===== src/rtl/muldiv_seq_unit.sv =====
// Sequential multiply/divide unit with HI/LO registers for the execute stage.
// Shift-add multiply and restoring divide share one 2*WIDTH accumulator; sign fix-up runs in a final cycle.
module muldiv_seq_unit #(
   parameter int              WIDTH    = 32,
   parameter int              OP_W     = 4,
   parameter int              FN_W     = 6,
   parameter logic [OP_W-1:0] RTYPE_OP = 4'b1000
) (
   input  logic             clk,
   input  logic             rst_n,
   input  logic             start,
   input  logic [OP_W-1:0]  alu_op,
   input  logic [FN_W-1:0]  fn_field,
   input  logic [WIDTH-1:0] src_a,
   input  logic [WIDTH-1:0] src_b,
   output logic [WIDTH-1:0] hi,
   output logic [WIDTH-1:0] lo,
   output logic [WIDTH-1:0] mf_data,
   output logic             busy,
   output logic             done,
   output logic             stall
);

   // state  | meaning
   // S_IDLE | waiting; mult/div accepted, mthi/mtlo written here
   // S_CALC | one shift-add or restore-subtract step per cycle, cnt_q counts down
   // S_FIX  | sign correction, HI/LO write, done pulse
   typedef enum logic [1:0] {S_IDLE, S_CALC, S_FIX} state_t;

   localparam int CW = $clog2(WIDTH);
   localparam logic [FN_W-1:0] FN_MFHI  = FN_W'(6'b010000);
   localparam logic [FN_W-1:0] FN_MTHI  = FN_W'(6'b010001);
   localparam logic [FN_W-1:0] FN_MFLO  = FN_W'(6'b010010);
   localparam logic [FN_W-1:0] FN_MTLO  = FN_W'(6'b010011);
   localparam logic [FN_W-1:0] FN_MULT  = FN_W'(6'b011000);
   localparam logic [FN_W-1:0] FN_MULTU = FN_W'(6'b011001);
   localparam logic [FN_W-1:0] FN_DIV   = FN_W'(6'b011010);
   localparam logic [FN_W-1:0] FN_DIVU  = FN_W'(6'b011011);

   state_t               state_q, state_d;
   logic [CW-1:0]        cnt_q, cnt_d;
   logic [2*WIDTH-1:0]   acc_q, acc_d;
   logic [WIDTH-1:0]     opnd_q, opnd_d;
   logic [WIDTH-1:0]     raw_a_q, raw_a_d;
   logic [WIDTH-1:0]     hi_q, hi_d;
   logic [WIDTH-1:0]     lo_q, lo_d;
   logic                 is_div_q, is_div_d;
   logic                 neg_q_q, neg_q_d;
   logic                 neg_r_q, neg_r_d;
   logic                 dz_q, dz_d;
   logic                 done_q, done_d;

   logic is_rt;
   logic dec_mult, dec_multu, dec_div, dec_divu;
   logic dec_mfhi, dec_mflo, dec_mthi, dec_mtlo;
   logic dec_calc, dec_divide, dec_any;
   logic sa, sb;
   logic [WIDTH-1:0]   mag_a, mag_b;
   logic [WIDTH:0]     add_sum, sub_diff;
   logic [2*WIDTH-1:0] prod_neg;

   assign is_rt      = (alu_op == RTYPE_OP);
   assign dec_mult   = is_rt && (fn_field == FN_MULT);
   assign dec_multu  = is_rt && (fn_field == FN_MULTU);
   assign dec_div    = is_rt && (fn_field == FN_DIV);
   assign dec_divu   = is_rt && (fn_field == FN_DIVU);
   assign dec_mfhi   = is_rt && (fn_field == FN_MFHI);
   assign dec_mflo   = is_rt && (fn_field == FN_MFLO);
   assign dec_mthi   = is_rt && (fn_field == FN_MTHI);
   assign dec_mtlo   = is_rt && (fn_field == FN_MTLO);
   assign dec_divide = dec_div | dec_divu;
   assign dec_calc   = dec_mult | dec_multu | dec_divide;
   assign dec_any    = dec_calc | dec_mfhi | dec_mflo | dec_mthi | dec_mtlo;

   // Signed ops run on magnitudes; MIN negates to itself, which is the correct unsigned magnitude.
   assign sa    = (dec_mult | dec_div) & src_a[WIDTH-1];
   assign sb    = (dec_mult | dec_div) & src_b[WIDTH-1];
   assign mag_a = sa ? -src_a : src_a;
   assign mag_b = sb ? -src_b : src_b;

   assign add_sum  = {1'b0, acc_q[2*WIDTH-1:WIDTH]} + {1'b0, (acc_q[0] ? opnd_q : {WIDTH{1'b0}})};
   assign sub_diff = acc_q[2*WIDTH-2:WIDTH-1] - {1'b0, opnd_q};
   assign prod_neg = -acc_q;

   always_comb begin
      state_d  = state_q;
      cnt_d    = cnt_q;
      acc_d    = acc_q;
      opnd_d   = opnd_q;
      raw_a_d  = raw_a_q;
      hi_d     = hi_q;
      lo_d     = lo_q;
      is_div_d = is_div_q;
      neg_q_d  = neg_q_q;
      neg_r_d  = neg_r_q;
      dz_d     = dz_q;
      done_d   = 1'b0;
      case (state_q)
         S_IDLE: begin
            if (start && dec_calc) begin
               state_d  = S_CALC;
               cnt_d    = CW'(WIDTH-1);
               is_div_d = dec_divide;
               opnd_d   = dec_divide ? mag_b : mag_a;
               acc_d    = {{WIDTH{1'b0}}, (dec_divide ? mag_a : mag_b)};
               neg_q_d  = sa ^ sb;
               neg_r_d  = sa;
               raw_a_d  = src_a;
               dz_d     = dec_divide && (src_b == '0);
            end else if (start && dec_mthi) begin
               hi_d = src_a;
            end else if (start && dec_mtlo) begin
               lo_d = src_a;
            end
         end
         S_CALC: begin
            if (is_div_q) begin
               acc_d = sub_diff[WIDTH] ? {acc_q[2*WIDTH-2:0], 1'b0}
                                       : {sub_diff[WIDTH-1:0], acc_q[WIDTH-2:0], 1'b1};
            end else begin
               acc_d = {add_sum, acc_q[WIDTH-1:1]};
            end
            cnt_d = cnt_q - 1'b1;
            if (cnt_q == '0) state_d = S_FIX;
         end
         S_FIX: begin
            state_d = S_IDLE;
            done_d  = 1'b1;
            if (!is_div_q) begin
               {hi_d, lo_d} = neg_q_q ? prod_neg : acc_q;
            end else if (dz_q) begin
               hi_d = raw_a_q;
               lo_d = '1;
            end else begin
               lo_d = neg_q_q ? -acc_q[WIDTH-1:0] : acc_q[WIDTH-1:0];
               hi_d = neg_r_q ? -acc_q[2*WIDTH-1:WIDTH] : acc_q[2*WIDTH-1:WIDTH];
            end
         end
         default: state_d = S_IDLE;
      endcase
   end

   always_ff @(posedge clk or negedge rst_n) begin
      if (!rst_n) begin
         state_q  <= S_IDLE;
         cnt_q    <= '0;
         acc_q    <= '0;
         opnd_q   <= '0;
         raw_a_q  <= '0;
         hi_q     <= '0;
         lo_q     <= '0;
         is_div_q <= 1'b0;
         neg_q_q  <= 1'b0;
         neg_r_q  <= 1'b0;
         dz_q     <= 1'b0;
         done_q   <= 1'b0;
      end else begin
         state_q  <= state_d;
         cnt_q    <= cnt_d;
         acc_q    <= acc_d;
         opnd_q   <= opnd_d;
         raw_a_q  <= raw_a_d;
         hi_q     <= hi_d;
         lo_q     <= lo_d;
         is_div_q <= is_div_d;
         neg_q_q  <= neg_q_d;
         neg_r_q  <= neg_r_d;
         dz_q     <= dz_d;
         done_q   <= done_d;
      end
   end

   assign hi      = hi_q;
   assign lo      = lo_q;
   assign done    = done_q;
   assign busy    = (state_q != S_IDLE);
   assign stall   = start & busy & dec_any;
   assign mf_data = dec_mfhi ? hi_q : (dec_mflo ? lo_q : '0);

endmodule


===== config.mk =====
export PLATFORM = sky130hd
export DESIGN_NAME = muldiv_seq_unit
export DESIGN_NICKNAME = d
export VERILOG_FILES = /design/src/rtl/muldiv_seq_unit.sv
export SDC_FILE = /design/constraint.sdc
export NUM_CORES = 1
export LEC_CHECK = 0
export ABC_AREA = 1
export BUFFER_PORTS_ARGS = -buffer_cell sky130_fd_sc_hd__buf_2
export CAP_MARGIN = 20
export CORE_MARGIN = 5
export CORE_UTILIZATION = 35
export DETAILED_ROUTE_END_ITERATION = 12
export MAX_ROUTING_LAYER = met4
export PLACE_DENSITY = 0.62
export SYNTH_ARGS = -nofsm -noshare
export SYNTH_HDL_FRONTEND = slang
export SYNTH_SLANG_ARGS = --single-unit

===== constraint.sdc =====
create_clock -name clk -period 2.79 [get_ports clk]
set_clock_uncertainty 0.05 [all_clocks]
set_input_delay 0.1395 -clock clk [delete_from_list [all_inputs] [get_ports clk]]
set_output_delay 0.1395 -clock clk [all_outputs]
set_load 0.1 [all_outputs]

==> flow_summary.toml, run 1 <==
[run_status]
run_status = "finished, final reports clean"

[yosys]
synth_cell_types = 47
ys_ff_latch = 204
ys.flop_type = "dfrtp_1"
synth-async-reset-ratio_pct = 100
syn_area_um2 = 20400
synth_enable_flop_cells = 0
syn_avg_cell_area_um2 = 5.85
syn-num-nets = 3645
syn_inst = 3495
ys_seq_area_share_pct = 25.0
yosys_warnings = 0

[routing]
ant_nets = 0
drcViolationCount = 0
via_per_inst = 5.53
wl_um = 99200
vias = 25168
wl_per_cell_um = 21.8
drtIter0Drc = 3046
dr.pass1.iters = 6

[final_layout]
nets = 3915
fill_cells = 6397
layout_common_cells = "969 x nand2_1, 463 x nor2_1, 450 x inv_1, 329 x nand3_1, 245 x o21ai_0"
fin_cells = 4549
final_common_cell = "nand2_1"
finish.instance_area_um2 = 24500
final_util_pct = 42.3
layout-drive-gt1-share_pct = 12.7
synthToLayoutAreaGrowth_pct = 19.7

[clock_tree]
clock_latency_ns = 0.56
cts-buffers-inserted = 26
cts_root_buf = "clkbuf_16"
cts_sinks = 204
cts_max_path_buffers = 3
path_clk_slew_ns = 0.06
cts_tree = "done"
h-tree-depth = 1

[timing]
finalHoldViolations = 0
slew_violations = 0
max-slew-margin-rel_pct = 36.3
holdWs_ns = 0.0201
tightestPinTransition_ns = 0.955
rsz0062_at_grt = "no"
finalSetupViolCount = 0
finalCritPeriodShare_pct = 96.4
period_needed_ns = 2.69
fmax_ghz = 0.372
final.setup.tns_ns = 0

[pwr]
p_leak_nw = 12.6
clockPowerShare_pct = 18.0
ir_drop_uv = 467
p_per_area_nw_per_um2 = 778
p_comb_share_pct = 59.0
p_int_mw = 8.82
p_sw_mw = 10.2
sw_frac_of_total_pct = 53.7
seqPwrFrac_pct = 23.0

[global_route]
grt_pass1_vias = 22954
track_usage_pct = 30.9
antenna_found_initial = 4
grt_max_degree = 107
grt_remaining_overflow = 0
grt_first_pass_wirelength_um = 147000

[setup_path]
startpoint_type = "flip-flop"
crit_fanout = 7
crit_type = "flip-flop to flip-flop"
critPathArrivalTime_ns = 3.13
cp_data_required_time_ns = 3.23
reg2reg_from = "acc_q[0]"
cp-end-kind = "flip-flop"
reg2reg_depth = 13
reg2reg_setup_slack_ns = 0.1
r2r_end = "hi[4]"

[die]
die_w_um = 252
pin_count = 176
rows = 88
core_area_um2 = 57800
die_area_um2 = 63300
die_h_um = 252
initial_utilization_pct = 35.4

[place]
gp_congestion = 1.06
io_buffer_count = 175
hpwl_um = 80300
dp_cells = 4473
dpl_cell_area_um2 = 23200

[worst_hold_path]
min_path_cells = 5
worstHoldStart = "src_b[18]"
hp-class = "input port to flip-flop"
holdPathEnd = "opnd_q[18]"

[run]
maxCapViolations = 0
-- power by group through the flow --
stage                     clock network, mW  registers, mW  logic (mW)
after floorplan                           0           5.73        5.32
after global placement                    0           4.38        10.9
after detailed placement                  0           4.39        10.8
after CTS                              3.45           4.34        10.9
after global routing                   3.57           4.42        12.1
final                                  3.43           4.37        11.2
-- timing repair --
item / in CTS / in global routing
buffers inserted: 0 / 1
endpoints found under the setup margin: 0 / 28
endpoints found under the hold margin: 111 / 0
gates resized for setup: 0 / 38
hold buffers: 28 / 0
-- metrics by stage --
stage / power (mW) / worst slack [ns]
floorplan: 11.0 / 0.0424
global placement: 15.3 / 0.0373
detailed placement: 15.2 / 0.0859
CTS: 18.7 / 0.0513
global route: 20.1 / 0.000896
finish: 19.0 / 0.0998
-- worst max-delay path by stage --
stage,from,endpoint,cells past startpoint
global placement,acc_q[0],acc_q[54],16
floorplan,lo[11],mf_data[11],2
CTS,acc_q[0],acc_q[39],14
finish,acc_q[0],hi[4],13
global route,opnd_q[30],acc_q[49],13
detailed placement,acc_q[0],acc_q[39],14
-- layout make-up --
type,count,area [um^2],share of cell area (%)
Antenna cell,1,2.50,0.0102
Multi-Input combinational cell,2690,13100,53.7
Tap cell,765,957,3.91
Sequential cell,204,5110,20.9
Clock buffer,34,742,3.03
Clock inverter,12,100,0.409
Timing Repair Buffer,374,2640,10.8
Inverter,469,1760,7.20
-- layer usage --
layer | vias to the layer above | track usage (%) | share of wire (%)
li1 | 11912 | - | -
met1 | 11669 | 41.7 | 42
met2 | 1351 | 47.3 | 44
met3 | 236 | 3.95 | 8.9
met4 | 0 | 12.1 | 5.0
met5 | - | - | 0
-- critical path, cell delays in order, from the launching register on --
cell and delay, ns:
dfrtp_1 0.42, buf_4 0.18, inv_2 0.15, ha_1 0.23
nand3_2 0.13, nor2_4 0.21, nand3_1 0.15, nor2_1 0.24
nand2_1 0.09, nand2_1 0.08, nor2_1 0.05, o21ai_1 0.35
nand2_1 0.12, a21oi_1 0.15
-- kinds of logic after synthesis --
group	synth area share, %
xor gates and xnor gates	2.27
buffers and inverters	11.5
adders and majority gates	4.54
and+or+nand+nor	39.2
muxes	0.0490
AOI/OAI and AO/OA	17.5
DFF	25.0
-- synth_stat cells, types with 29 or more instances --
master	count	area, um^2
nand3_1	331	1660
nand4_1	46	288
nor3_1	42	210
a22oi_1	29	218
o22ai_1	32	200
ha_1	71	888
nand2_1	972	3650
dfrtp_1	204	5100
nor2_1	470	1760
inv_1	450	1690
clkbuf_1	81	304
o21ai_0	248	1240
xor2_1	42	368
a21oi_1	220	1100
-- flip-flops by register name, summed over array words and instances, names as in the netlist --
| name | cells |
|---|---|
| lo | 32 |
| dz_q | 1 |
| acc_q | 64 |
| neg_q_q | 1 |
| raw_a_q | 32 |
| opnd_q | 32 |
| is_div_q | 1 |
| done | 1 |
| state_q | 2 |
| hi | 32 |
| neg_r_q | 1 |
| cnt_q | 5 |
Note: power is estimated with default switching activity, not from simulation.
==> run 2, diff against run 1 <==
--- a/config.mk
+++ b/config.mk
@@ -11,6 +11,7 @@
 export CORE_MARGIN = 5
 export CORE_UTILIZATION = 35
 export DETAILED_ROUTE_END_ITERATION = 12
+export HOLD_SLACK_MARGIN = 0.05
 export MAX_ROUTING_LAYER = met4
 export PLACE_DENSITY = 0.62
 export SYNTH_ARGS = -nofsm -noshare
==> constraint.sdc (replaced) <==
create_clock -name clk -period 2.79 [get_ports clk]
set_clock_uncertainty 0.05 [all_clocks]
set_input_delay 0.1395 -clock clk [delete_from_list [all_inputs] [get_ports clk]]
set_output_delay 0.1395 -clock clk [all_outputs]
set_load 0.05 [all_outputs]
==> flow_summary.toml, run 2 (synthesized netlist as in run 1, its figures left out) <==
[run_status]
run_status = "finished, final reports clean"

[pwr]
ir_drop_uv = 547
p_int_mw = 9.14
p_sw_mw = 9.32
p_per_area_nw_per_um2 = 751
seqPwrFrac_pct = 23.2
clockPowerShare_pct = 21.7
p_leak_nw = 12.7
sw_frac_of_total_pct = 50.5
p_comb_share_pct = 55.1

[setup_path]
cp_slowest_cell = "dfrtp_1"
crit_chain = "buf_12 -> nand2_1 -> inv_1 -> ha_2 -> nand2_1 -> nor2_1 -> inv_1 -> nor2_2 -> nand4_1 -> nand4_1 -> nand3_1 -> nand2_1 -> inv_1 -> nand3_1 -> nand2_1"
critPathTopFamily = "simple AND/OR/NAND/NOR gates"
reg2reg_from = "acc_q[0]"
crit_buf_inv = 4
path_common_cell = "nand2_1"
startpoint_type = "flip-flop"
cp_slowest_stage_delay_ns = 0.43
crit_start = "acc_q[0]"
crit_fanout = 31
cp_data_required_time_ns = 3.20
critPathArrivalTime_ns = 3.09
crit_type = "flip-flop to flip-flop"
cp-end-kind = "flip-flop"

[clock_tree]
path_clk_slew_ns = 0.07
cts_max_path_buffers = 3
cts_sinks = 204
cts-buffers-inserted = 26
cts_tree = "done"
h-tree-depth = 1
clock_latency_ns = 0.58
cts_root_buf = "clkbuf_16"

[global_route]
track_usage_pct = 30.5
grt_first_pass_wirelength_um = 146000
grt_max_degree = 94
antenna_found_initial = 1
grt_pass1_vias = 22840
grt_remaining_overflow = 0

[final_layout]
largest_register = "acc_q"
nets = 3916
final_util_pct = 42.5
layout_common_cells = "968 x nand2_1, 463 x nor2_1, 450 x inv_1, 328 x nand3_1, 245 x o21ai_0"
final_common_cell = "nand2_1"
largest_reg_flops = 64
layout-drive-gt1-share_pct = 12.0
synthToLayoutAreaGrowth_pct = 20.3

[timing]
holdWs_ns = 0.0762
slew_violations = 0
tightestPinTransition_ns = 0.874
final.setup.tns_ns = 0
rsz0062_at_grt = "yes"
setup_slack_ns = 0.114
period_needed_ns = 2.68
finalSetupViolCount = 0
max-slew-margin-rel_pct = 41.8
finalHoldViolations = 0
fmax_ghz = 0.374
finalCritPeriodShare_pct = 95.9

[die]
initial_utilization_pct = 35.4
die_area_um2 = 63300
core_area_um2 = 57800
die_w_um = 252
rows = 88
die_h_um = 252
pin_count = 176

[routing]
wl_met2_um = 43500
wl_per_cell_um = 21.7
wl_um = 98800
ant_nets = 0
maxUsedRoutingLayer = "met4"
drtIter0Drc = 3448
drt-met1-wl_um = 41200
via_per_inst = 5.52
route.met3.wl_um = 8620
vias = 25101
drcViolationCount = 0
dr.pass1.iters = 6

[worst_hold_path]
worstHoldStart = "src_a[29]"
hp-class = "input port to flip-flop"

[run]
maxCapViolations = 0

[place]
io_buffer_count = 175
gp_congestion = 1.06
hpwl_um = 79800
dp_slack_ns = 0.0706
[run 2: timing repair]
item | CTS | global route
buffers inserted | 0 | 0
hold buffers | 45 | 0
resized for setup | 0 | 25
setup endpoints to repair | 0 | 28
endpoints found under the hold margin | 253 | 0
[run 2: path summary, 6_finish.rpt]
path / depth (start not counted) / to / slack (ns)
min in group asynchronous: 2 / opnd_q[12] / 0.09
worst max register to register: 15 / acc_q[50] / 0.11
worst min register to register: 1 / cnt_q[3] / 0.42
worst max-delay path: 15 / acc_q[50] / 0.11
max in group asynchronous: 3 / opnd_q[15] / 1.85
worst min-delay path: 3 / raw_a_q[29] / 0.08
[run 2: worst reg2reg max path: cells and delay by family, from the launching register on]
family	cells	cell delay (ns)
buf+inv	4	0.43
simple gates	10	1.28
flops	1	0.43
fa+ha+maj	1	0.40
[run 2: cell type report]
cell class	instances	area [um^2]
Tap cell	765	957
Clock buffer	31	709
Antenna cell	1	2.50
Fill cell	6339	33200
Clock inverter	16	282
Inverter	469	1760
Multi-Input combinational cell	2690	13100
Sequential cell	204	5110
Timing Repair Buffer	375	2680
[run 2: metrics by stage]
step | std cells | power, mW | area (um^2)
after global placement | 4458 | 14.2 | 23100
after CTS | 4550 | 18.2 | 24500
after floorplan | 3495 | 10.2 | 20400
after global routing | 4551 | 19.5 | 24600
final | 4551 | 18.5 | 24600
after detailed placement | 4458 | 14.1 | 23100
[run 2: per-layer routing]
| metal | up-vias | global-route usage (%) |
|---|---|---|
| met5 | - | - |
| met4 | 0 | 13.1 |
| met3 | 252 | 3.62 |
| met2 | 1371 | 46.5 |
| met1 | 11554 | 41.2 |
| li1 | 11924 | - |
[run 2: power by group through the flow]
stage	sequential [mW]	clock [mW]	combinational [mW]
final	4.29	4.01	10.2
after global routing	4.33	4.13	11.0
after CTS	4.27	4.01	9.89
after detailed placement	4.32	0	9.80
after global placement	4.32	0	9.84
after floorplan	4.94	0	5.30
